<file path="config.mk">
export PLATFORM = sky130hd
export DESIGN_NAME = lcd_timing_ctrl
export DESIGN_NICKNAME = d
export VERILOG_FILES = /design/src/rtl/lcd_timing_ctrl.sv
export SDC_FILE = /design/constraint.sdc
export NUM_CORES = 1
export LEC_CHECK = 0
export ABC_AREA = 1
export BUFFER_PORTS_ARGS = -buffer_cell sky130_fd_sc_hd__buf_2
export CORE_MARGIN = 1
export CORE_UTILIZATION = 60
export DETAILED_ROUTE_END_ITERATION = 8
export GPL_ROUTABILITY_DRIVEN = 1
export GPL_TIMING_DRIVEN = 0
export PLACE_DENSITY = 0.94
export SYNTH_ARGS = -nofsm -noshare
export SYNTH_HDL_FRONTEND = slang
export SYNTH_SLANG_ARGS = --single-unit
export TNS_END_PERCENT = 1
</file>
<file path="constraint.sdc">
create_clock -name clk -period 3.1 [get_ports clk]
set_input_delay 0.775 -clock clk [delete_from_list [all_inputs] [get_ports clk]]
set_output_delay 0.775 -clock clk [all_outputs]
set_load 0.1 [all_outputs]
</file>
<file path="src/rtl/lcd_timing_ctrl.sv">
// LCD scanline/frame timing generator: dot and line counters, STAT mode FSM,
// render/interrupt pulses and CPU OAM/VRAM access blocking.
module lcd_timing_ctrl #(
  parameter int unsigned DOTS_PER_LINE   = 456,
  parameter int unsigned LINES_PER_FRAME = 154,
  parameter int unsigned VISIBLE_LINES   = 144,
  parameter int unsigned OAM_DOTS        = 80,
  parameter int unsigned XFER_DOTS       = 172
) (
  input  logic       clk,
  input  logic       rst_n,
  input  logic       lcd_en,
  input  logic [7:0] lyc,
  input  logic [3:0] stat_ie,
  output logic [7:0] ly,
  output logic [1:0] mode,
  output logic       lyc_match,
  output logic       drawline,
  output logic       vblank_irq,
  output logic       stat_irq,
  output logic       cpu_oam_block,
  output logic       cpu_vram_block
);

  localparam int unsigned DOT_W    = 9;
  localparam int unsigned LY_W     = 8;
  localparam int unsigned XFER_END = OAM_DOTS + XFER_DOTS;

  typedef enum logic [2:0] {
    S_OFF, S_OAM, S_XFER, S_HBLANK, S_VBLANK
  } state_t;

  state_t           state, state_nxt;
  logic [DOT_W-1:0] dot, dot_nxt;
  logic [LY_W-1:0]  ly_nxt;
  logic [1:0]       mode_nxt;
  logic             line_end, frame_end;
  logic             lyc_match_nxt, drawline_nxt, vblank_nxt;
  logic             stat_line, stat_line_nxt, stat_irq_nxt;
  logic             oam_block_nxt, vram_block_nxt;

  // Dot/line counters advance only while running; OFF pins both at zero.
  always_comb begin
    dot_nxt   = '0;
    ly_nxt    = '0;
    line_end  = (dot == DOT_W'(DOTS_PER_LINE - 1));
    frame_end = line_end && (ly == LY_W'(LINES_PER_FRAME - 1));
    if (lcd_en && state != S_OFF) begin
      if (line_end) begin
        dot_nxt = '0;
        ly_nxt  = frame_end ? '0 : ly + LY_W'(1);
      end else begin
        dot_nxt = dot + DOT_W'(1);
        ly_nxt  = ly;
      end
    end
  end

  always_ff @(posedge clk or negedge rst_n) begin
    if (!rst_n) state <= S_OFF;
    else        state <= state_nxt;
  end

  // Next state and the values the registered outputs take with it.
  always_comb begin
    state_nxt = state;
    if (!lcd_en) begin
      state_nxt = S_OFF;
    end else begin
      case (state)
        S_OFF:    state_nxt = S_OAM;
        S_OAM:    if (dot_nxt == DOT_W'(OAM_DOTS)) state_nxt = S_XFER;
        S_XFER:   if (dot_nxt == DOT_W'(XFER_END)) state_nxt = S_HBLANK;
        S_HBLANK: if (line_end)
                    state_nxt = (ly_nxt == LY_W'(VISIBLE_LINES)) ? S_VBLANK : S_OAM;
        S_VBLANK: if (frame_end) state_nxt = S_OAM;
        default:  state_nxt = S_OFF;
      endcase
    end

    mode_nxt = 2'd0;
    case (state_nxt)
      S_OAM:    mode_nxt = 2'd2;
      S_XFER:   mode_nxt = 2'd3;
      S_VBLANK: mode_nxt = 2'd1;
      default:  mode_nxt = 2'd0;
    endcase

    drawline_nxt   = (state_nxt == S_XFER) && (dot_nxt == DOT_W'(OAM_DOTS));
    vblank_nxt     = (state_nxt == S_VBLANK) && (ly_nxt == LY_W'(VISIBLE_LINES)) &&
                     (dot_nxt == '0);
    lyc_match_nxt  = lcd_en && (ly == lyc);
    oam_block_nxt  = (state_nxt == S_OAM) || (state_nxt == S_XFER);
    vram_block_nxt = (state_nxt == S_XFER);

    // Shared STAT line; OFF holds it low so no edge can be seen while disabled.
    stat_line_nxt = (state_nxt != S_OFF) &&
                    (((state_nxt == S_HBLANK) && stat_ie[0]) ||
                     ((state_nxt == S_VBLANK) && stat_ie[1]) ||
                     ((state_nxt == S_OAM)    && stat_ie[2]) ||
                     (lyc_match_nxt           && stat_ie[3]));
    stat_irq_nxt  = stat_line_nxt && !stat_line;
  end

  always_ff @(posedge clk or negedge rst_n) begin
    if (!rst_n) begin
      dot            <= '0;
      ly             <= '0;
      mode           <= 2'd0;
      lyc_match      <= 1'b0;
      drawline       <= 1'b0;
      vblank_irq     <= 1'b0;
      stat_irq       <= 1'b0;
      stat_line      <= 1'b0;
      cpu_oam_block  <= 1'b0;
      cpu_vram_block <= 1'b0;
    end else begin
      dot            <= dot_nxt;
      ly             <= ly_nxt;
      mode           <= mode_nxt;
      lyc_match      <= lyc_match_nxt;
      drawline       <= drawline_nxt;
      vblank_irq     <= vblank_nxt;
      stat_irq       <= stat_irq_nxt;
      stat_line      <= stat_line_nxt;
      cpu_oam_block  <= oam_block_nxt;
      cpu_vram_block <= vram_block_nxt;
    end
  end

endmodule

</file>
---- Word level (Yosys, flattened, before mapping) ----
Cells that the tools add are included.
storage, ports and cells
  flip-flop bits (word level) ............. 29
  bits of input ports ..................... 15
  output and inout bits ................... 16
  word-level logic and storage cells ...... 61
cells by class
  add/subtract/negate cells ............... 2
  equal/unequal tests ..................... 14
  muxes and demuxes ....................... 13
  reductions and logical operators ........ 21
operators with widths
  cell                 count
  $mux 8               3
  $mux 3               6
  $mux 9               2
  $eq 8x8->1 const B   2
  $pmux 3 s5           1
  $eq 3x2->1 const B   4
  $logic_and 1x1->1    12
  $add 9x1->9 const B  1
  $eq 9x7->1 const B   1
  $eq 9x8->1 const B   1
  $eq 9x9->1 const B   1
  $logic_not 9->1      1
  $add 8x1->8 const B  1
  $eq 8x8->1           1
  $eq 3x1->1 const B   2
  $eq 3x3->1 const B   2
  $pmux 2 s3           1
  $reduce_bool 3->1    2
  $logic_or 1x1->1     4
  $logic_not 3->1      1
  $logic_not 1->1      1

---- Longest topological paths before layout ----
Gate-level depths: netlist of the first run.
  depth in word-level cells ............... 17
  depth in mapped cells ................... 19
  depth with buffers taken out ............ 19

---- Worst setup path before layout of the first run ----
No wires, ideal clock.
  kind .................................... reg-to-reg
  start ................................... reg ly[1]
  end ..................................... reg stat_line
  library setup time ...................... 116 ps
  arrival ................................. 2560 ps
  required time ........................... 2984 ps
  slack ................................... 424 ps
  stages on the path, launching flop included .. 19
  buffers on the path ..................... 0
  clock period less this slack ............ 2676 ps
  cell sequence ........................... dfrtp_1 inv_1 ha_1 nand2_1 inv_1 nand2_1 nor2_1 nand2_1 nand3_1 nor2_4 nand2_1 nor2_2 nand4_1 nand2_1 nand2_2 a21oi_1 nand3_1 nand2_1 inv_1
between the ends
  cells in the longest elaborated chain, start to end .. 16
  elaborated cells on any way between the ends .. 26
  classes of those cells .................. 1 x add/sub; 6 x eq/ne; 8 x mux; 11 x reduce/logical
RTL lines
  item                                                 RTL line  source
  start: declaration                                   15        output logic [7:0] ly,
  start signal: assignment                             119       ly <= ly_nxt;
  branches (longest 2 deep; another with $add 8x1->8)  --
  $mux 8 (*)                                           51        ly_nxt = frame_end ? '0 : ly + LY_W'(1);
  $mux 8 (*)                                           49        if (line_end) begin
  $mux 8 (*)                                           48        if (lcd_en && state != S_OFF) begin
  named net ly_nxt[4]                                  35        logic [LY_W-1:0] ly_nxt;
  $eq 8x8->1 (*)                                       75        state_nxt = (ly_nxt == LY_W'(VISIBLE_LINES)) ? S_VBLANK : S_OAM;
  $mux 3 (*)                                           75
  $mux 3 (*)                                           74        S_HBLANK: if (line_end)
  $pmux 3 s5 (*)                                       70        case (state)
  $mux 3 (*)                                           67        if (!lcd_en) begin
  $eq 3x2->1 or $eq 3x3->1 (tied branches)             98, 99
  $logic_and 1x1->1 (on tied branches)                 98, 99
  $logic_or 1x1->1                                     98        (((state_nxt == S_HBLANK) && stat_ie[0]) ||
  $logic_or 1x1->1                                     99        ((state_nxt == S_VBLANK) && stat_ie[1]) ||
  $logic_or 1x1->1                                     100       ((state_nxt == S_OAM) && stat_ie[2]) ||
  $logic_and 1x1->1 (*)                                97        stat_line_nxt = (state_nxt != S_OFF) &&
  named net stat_line_nxt                              39        logic stat_line, stat_line_nxt, stat_irq_nxt;
  end signal: assignment                               125       stat_line <= stat_line_nxt;
  end: declaration                                     39
Mark *: on every way through the listed nets, which the timed path passes.

---- Final worst setup path of the first run ----
  start ................................... reg dot[0]
  end ..................................... reg stat_line
between the ends
  cells in the longest elaborated chain, start to end .. 16
  elaborated cells on any way between the ends .. 29
  classes of those cells .................. 1 x add/sub; 7 x eq/ne; 12 x mux; 9 x reduce/logical
RTL lines
  item                                      RTL line  source
  start: declaration                        34        logic [DOT_W-1:0] dot, dot_nxt;
  start signal: assignment                  118       dot <= dot_nxt;
  $eq 9x9->1 (*)                            46        line_end = (dot == DOT_W'(DOTS_PER_LINE - 1));
  $logic_and 1x1->1                         47        frame_end = line_end && (ly == LY_W'(LINES_PER_FRAME - 1));
  $mux 8                                    51
  $mux 8 (*)                                49
  $mux 8 (*)                                48
  named net ly_nxt[7]                       35
  $eq 8x8->1 (*)                            75
  $mux 3 (*)                                75
  [... 2 more ...]                          --
  $mux 3 (*)                                67
  $eq 3x2->1 or $eq 3x3->1 (tied branches)  98, 99
  $logic_and 1x1->1 (on tied branches)      98, 99
  $logic_or 1x1->1                          98
  $logic_or 1x1->1                          99
  $logic_or 1x1->1                          100
  $logic_and 1x1->1 (*)                     97
  named net stat_line_nxt                   39
The timed path passes the listed nets; every way through them passes the cells marked *.

==> results of run 1 <==
==> registers in the layout (all words and copies together), names as in the netlist, 2 cells and up <==
| register | flops |
|---|---|
| mode | 2 |
| ly | 8 |
| state | 3 |
| dot | 9 |
==> routing by layer <==
layer | vias to the layer above | track usage [%] | wire [microns]
met5 | - | 0 | 0
met4 | 0 | 16.0 | 133
met3 | 15 | 6.80 | 262
met2 | 67 | 45.2 | 1920
met1 | 811 | 33.0 | 1780
li1 | 888 | - | -
==> worst max-delay path: stages, from the launching register on <==
cell and delay, ns:
dfrtp_1 0.40, ha_1 0.22, nand2_1 0.15, nor2_1 0.08, nand2_2 0.08, buf_6 0.17
nor2_4 0.05, nor2_2 0.21, a21boi_2 0.27, nand4_1 0.15, nand2_1 0.10, nand2_2 0.07
a21oi_1 0.13, nand3_1 0.10, nand2_1 0.09, inv_1 0.07
==> layout make-up <==
| class | instances | share of cell area, % |
|---|---|---|
| clock inverters | 1 | 0.237 |
| inverters | 51 | 9.18 |
| well taps | 31 | 1.84 |
| plain buffers | 1 | 0.533 |
| clock buffers | 7 | 3.08 |
| multi-input cells | 178 | 43.7 |
| flip-flops and latches | 29 | 34.3 |
| repair buffers | 30 | 7.10 |
==> synthesized netlist by cell type <==
cell | count | share of area, %
nand2_1 | 69 | 14
inv_1 | 44 | 8.9
dfrtp_1 | 29 | 39
nor2_1 | 25 | 5.1
nand3_1 | 20 | 5.4
nand4_1 | 9 | 3.0
o21ai_0 | 7 | 1.9
inv_2 | 6 | 1.2
nand2_2 | 6 | 2.0
nor2_2 | 6 | 2.0
nor2_4 | 6 | 3.6
nor3_1 | 6 | 1.6
xor2_1 | 4 | 1.9
ha_1 | 3 | 2.0
a2111oi_0 | 2 | 0.94
a21oi_1 | 2 | 0.54
nand3b_1 | 2 | 0.81
a21boi_0 | 1 | 0.41
a21boi_2 | 1 | 0.61
a221oi_1 | 1 | 0.47
a31oi_1 | 1 | 0.34
buf_6 | 1 | 0.61
inv_4 | 1 | 0.34
nand3_2 | 1 | 0.54
nor4_1 | 1 | 0.34
nor4_2 | 1 | 0.67
o211ai_1 | 1 | 0.41
o22ai_1 | 1 | 0.34
or2_2 | 1 | 0.34
xnor2_1 | 1 | 0.47
==> worst paths after layout <==
kind                                          start                  end  slack (ns)  depth (start not counted)
max in group asynchronous                     rst_n     dot[0]$_DFF_PN0_        2.21                          1
worst min register to register  stat_line$_DFF_PN0_   stat_irq$_DFF_PN0_        0.44                          1
min in group asynchronous                     rst_n     dot[8]$_DFF_PN0_        0.46                          1
worst min-delay path            stat_line$_DFF_PN0_   stat_irq$_DFF_PN0_        0.44                          1
worst max-delay path               dot[0]$_DFF_PN0_  stat_line$_DFF_PN0_        0.65                         15
worst max register to register     dot[0]$_DFF_PN0_  stat_line$_DFF_PN0_        0.65                         15
==> logic make-up after synthesis <==
kind of cell,Yosys count
AOI/OAI and AO/OA,17
adders and majority gates,3
DFF,29
xor gates and xnor gates,5
and+or+nand+nor,153
buffers and inverters,52
==> cells in the final DEF (no fill, tap or decap), drive strengths merged <==
cell type,instances
nand2,75
inv,51
nor2,37
buf,31
dfrtp,29
nand3,21
nand4,9
o21ai,7
clkbuf,7
nor3,6
xor2,4
ha,3
nand3b,2
a2111oi,2
a21oi,2
a21boi,2
nor4,2
xnor2,1
a31oi,1
o22ai,1
or2,1
o211ai,1
a221oi,1
clkinv,1
==> per-stage QoR <==
step                      utilization (%)  hold slack (ns)  instance area, sq um
after floorplan                         -            0.394                  1850
after global placement               71.6            0.398                  2040
after detailed placement             71.6            0.439                  2040
after CTS                            74.1            0.446                  2110
after global routing                 74.1            0.471                  2110
final                                74.1            0.444                  2110
==> report_power, final <==
part / total [mW] / internal (mW) / switching [mW] / leakage, nW
Sequential: 0.387 / 0.384 / 0.00284 / 0.398
Combinational: 0.0830 / 0.0211 / 0.0619 / 0.783
Clock: 0.261 / 0.131 / 0.130 / 0.0413
==> results.md, run 1 <==
- H-tree depth: 2
- TritonRoute pass-1 iters: 6
- Final wirelength: a little over 4000 microns
- Largest family of logic cells by synthesized area: simple AND/OR/NAND/NOR gates
- Initial antenna violation count: 0
- Number of global-route vias before repair: 1647
- Final setup violation count: 0
- Top Ports: 31
- Compound-gate portion of the synthesized area: 5.94%
- Dpl ws: about 0.61 ns
- Yosys reg bits: 29
- First-pass GRT wire length: slightly below 7000 microns
- Setup_tns: 0 ns
- Routed len/inst: 12.5 microns
- Row cnt: 19
- Initial core utilization: 65.0%
- Failing checks: DRC
- Critical path class: register to register
- Die area: about 3300 sq um
- Clk root buf: clkbuf_4
- Critical path startpoint category: register
- Worst-path clk slew: 0.09 ns
- Post-Synth XOR/XNOR Area: 2.36%
- Post_cts resized: 0
- Fin worst setup slack: approximately 0.65 ns
- Status: finished, violations left
- Pleak: roughly 1.2 nW
- Via count: between 1.5k and 2k
- Maximum VDD drop: ~0.37 mV
- Final std cells w/o fill: between 300 and 400
- Slew Limit Fails: 0
- Max Cap Viol: 0
- Multi-input gate area: 923 sq um
- Post-synthesis simple-gate area fraction: slightly below 40%
- Filler cells: 230
- DRT iter0 DRCs: 93
- Routability cong.: 0.931
- Crit end category: register
- Hold buffers post-CTS: 0
- Vert. Die Dim: 57.6 microns
- RSZ-0062 raised after global routing: false
- Detail Route Antenna Nets: 0
- Slew at the pin closest to its max-slew limit: 0.645 ns
- Hold Path Class: register to register
- Mux contribution to synthesized area: 0%
- GRT overflow: 0
- Via/cell ratio: between 5 and 6
- Max clock buf depth: 2
- DP HPWL: approximately 3000 microns
- Register area share after synthesis: 39.1%
- Nets: between 300 and 400
- CP required: 3.32 ns
- PwrDens: around 350 nW/um^2
- Mean Syn Cell Area: ~7 sq um
- CTS Buf Count: 5
- Min cycle time layout: around 2.4 ns
- Mapped Area: approximately 1900 sq um
- Max-slew headroom: roughly 57%
- Clock Latency Late Sink: 0.33 ns
- Core area: about 2900 sq um
- Register Area: 726 sq um
- CP Max Fanout: 10
- # port buffers: 30
- Total track usage: ~28%
- Synth warn: 0
- Syn Inst Count: 259
- N_diodes: 0
- CTS tree: built
- Crit share post-route: slightly below 80%
- Placed insts: 320
- Overall power: roughly 0.73 mW
- Crit path DAT: around 2.7 ns
- Final hold vios: 0
- Layout cells sized above 1: 22.9%
- Largest net degree at the start of global routing: 30
- Die width: about 58 microns
- FMAX: between 400 and 500 MHz
- Cell variety after synth: 30
- Adder and majority cell fraction of the synthesized area: around 2.0%
- Post CTS Setup Buffer Count: 0
- Drc violations: 3
- Clock Skew: approximately 0.0082 ns
- Area grow syn2layout: 14.0%
- Net Count, Synth: around 280
- Clock Sinks: 29
(Power assumes the default switching activity.)
==> run 2, diff against run 1 <==
CORE_UTILIZATION = 56   (was 60)
PLACE_DENSITY = 0.89   (was 0.94)
clock period = 2.31 ns   (was 3.1 ns; I/O delays follow)
==> run 2 against run 1 <==
  * The flow now finishes without violations
  * Clock power is 65% higher
  * Non-clock buffer count up 3
  * Register-to-register slack worse by 0.57 ns
  * Utilization fell by 1.5 points
  * Worst setup slack worse by 0.57 ns
  * First-iteration DRC count shrank 4.3%
  * Via count decreased by 2.0%
  * Total power rose by 46%
  * Combinational power is 40% higher
  * Final cell count increased by 4.9%
  * Largest power group unchanged
  * Sequential share of layout area fell by 1.6 points
  * Highest routed layer unchanged
  * Sequential power rose by 34%
==> results.md, run 2 (synthesis gave the netlist of run 1 again) <==
- Worst-path clk slew: around 0.09 ns
- Max clock buf depth: 2
- Worst path max stage delay: 0.39 ns
- GRT overflow: 0
- Commonest non-fill, non-tap cell in the layout: nand2_1
- Slew at the pin closest to its max-slew limit: roughly 0.64 ns
- PwrDens: 473 nW/um^2
- Area grow syn2layout: 21.5%
- Via/cell ratio: between 5 and 6
- Status: finished, final reports clean
- GR Util met2: 38.8%
- Max-slew headroom: 57.1%
- Min cycle time layout: 2.22 ns
- CP cell instances: ha_2 -> nand2_4 -> nor2_4 -> nand2_2 -> buf_8 -> nor2_4 -> nor2_4 -> a21boi_4 -> nand4_1 -> nand2_1 -> nand2_2 -> a21oi_1 -> nand3_1 -> nand2_2 -> inv_1
- Critical path class: register to register
- Clock Skew: around 0.0077 ns
- Critical path startpoint category: register
- Seq pwr share: 48.7%
- Pleak: about 1.3 nW
- GRT busiest layer: met2
- Core area: between 3000 and 4000 sq um
- DP Area: ~2100 sq um
- Hold Path Class: input port to asynchronous set/reset pin
- FMAX: roughly 450 MHz
- Placed insts: about 330
- Maximum VDD drop: approximately 0.48 mV
- Final hold vios: 0
- Total track usage: between 20% and 30%
- Largest net degree at the start of global routing: 30
- Filler cells: approximately 270
- Final std cells w/o fill: between 300 and 400
- Nets: 317
- First-pass GRT wire length: ~6000 microns
- Vert. Die Dim: 59.5 microns
- Crit path DAT: ~2.5 ns
- R2R setup slack: about 0.085 ns
- Max reg flops: 9
- # port buffers: 30
- Routed len/inst: between 10 and 15 microns
- Routing usage on met3: slightly below 6%
- Final instance area: about 2300 sq um
- Part of the power in the clock network: around 40%
- CTS tree: built
- Layout cells sized above 1: 30.7%
- Row cnt: 20
- Max Cap Viol: 0
- Combinational Power Share: between 10% and 20%
- Largest reg by FF count: dot
- Biggest regs: dot x9, ly x8, state x3
- Fin worst setup slack: between 0.08 and 0.09 ns
- Clock Latency Late Sink: 0.33 ns
- Slew Limit Fails: 0
- RSZ-0062 raised after global routing: true
- Routability cong.: 0.916
- Via count: 1746
- Met1 Usage GRT: 28.3%
- P_int: 0.805 mW
- Drc violations: 0
- Number of global-route vias before repair: 1470
- N_diodes: 0
- Initial core utilization: about three fifths
- Final setup violation count: 0
- Detail Route Antenna Nets: 0
- Top Ports: 31
- Crit-path slowest cell: dfrtp_1
- Commonest non-fill, non-tap cells in the layout: nand2_1 (62), inv_1 (43), buf_2 (30)
- Psw: around 0.26 mW
- Clk root buf: clkbuf_4
- Die area: 3550 sq um
- Crit end category: register
- DRT iter0 DRCs: about 90
- CP required: around 2.6 ns
- Dpl ws: -0.0374 ns
- Die width: 59.5 microns
- Sw frac: roughly a quarter
- Clock Sinks: 29
- TritonRoute pass-1 iters: 4
- Worst reg2reg path depth: 15
- CP Max Fanout: 10
- Final wirelength: between 3000 and 4000 microns
- H-tree depth: 2
- Crit share post-route: a little over nine tenths
- CTS Buf Count: 5
- Initial antenna violation count: 0
- DP HPWL: approximately 2900 microns
## run 2: area by class of cell
cell class,count,area [sq um],area share (%)
Timing Repair Buffer,33,173,7.66
Clock buffer,7,55.1,2.44
Sequential cell,29,738,32.8
Buffer,1,15.0,0.666
Inverter,51,194,8.61
Tap cell,44,55.1,2.44
Multi-Input combinational cell,178,993,44.1
Clock inverter,1,30.0,1.33
## run 2: worst max-delay path, delay by kind of cell (launching register included)
family | cells | cell delay (ns)
and+or+nand+nor | 10 | 0.97
AOI/OAI and AO/OA | 2 | 0.38
buffers and inverters | 2 | 0.19
adders and majority gates | 1 | 0.21
DFF | 1 | 0.39
## run 2: path summary, 6_finish.rpt
path                                startpoint             endpoint
setup / recovery              dot[1]$_DFF_PN0_  stat_line$_DFF_PN0_
hold / removal                           rst_n     dot[3]$_DFF_PN0_
setup reg to reg              dot[1]$_DFF_PN0_  stat_line$_DFF_PN0_
hold reg to reg            stat_line$_DFF_PN0_   stat_irq$_DFF_PN0_
max in group asynchronous                rst_n      ly[1]$_DFF_PN0_
min in group clk           stat_line$_DFF_PN0_   stat_irq$_DFF_PN0_
## run 2: timing repair
item | in CTS | in global routing
pin swaps | 0 | 5
gates resized for setup | 1 | 22
setup buffers | 0 | 3
setup endpoints to repair | 3 | 9
hold buffers | 0 | 0
## run 2: power by group through the flow
| stage | clock network (mW) | logic, mW | registers [mW] |
|---|---|---|---|
| 6_report | 0.430 | 0.116 | 0.519 |
| 5_1_grt | 0.458 | 0.126 | 0.520 |
| 4_1_cts | 0.440 | 0.111 | 0.519 |
| 3_5_place_dp | 0 | 0.110 | 0.529 |
| 3_3_place_gp | 0 | 0.108 | 0.529 |
| 2_1_floorplan | 0 | 0.0425 | 0.560 |
## run 2: per-stage QoR
step | util (%) | total power, mW | TNS [ns] | hold WS (ns)
after floorplan | - | 0.602 | 0 | 0.282
after global placement | 66.8 | 0.637 | 0 | 0.404
after detailed placement | 66.8 | 0.639 | -0.0743 | 0.409
after CTS | 69.7 | 1.07 | 0 | 0.262
after global routing | 72.6 | 1.10 | -0.138 | 0.306
final | 72.6 | 1.07 | 0 | 0.261
## run 2: routing by layer
layer | wire, microns | part of all wire [%]
met4 | 38 | 0.98
met2 | 1850 | 48
met1 | 1770 | 46
met5 | 0 | 0
met3 | 204 | 5.3
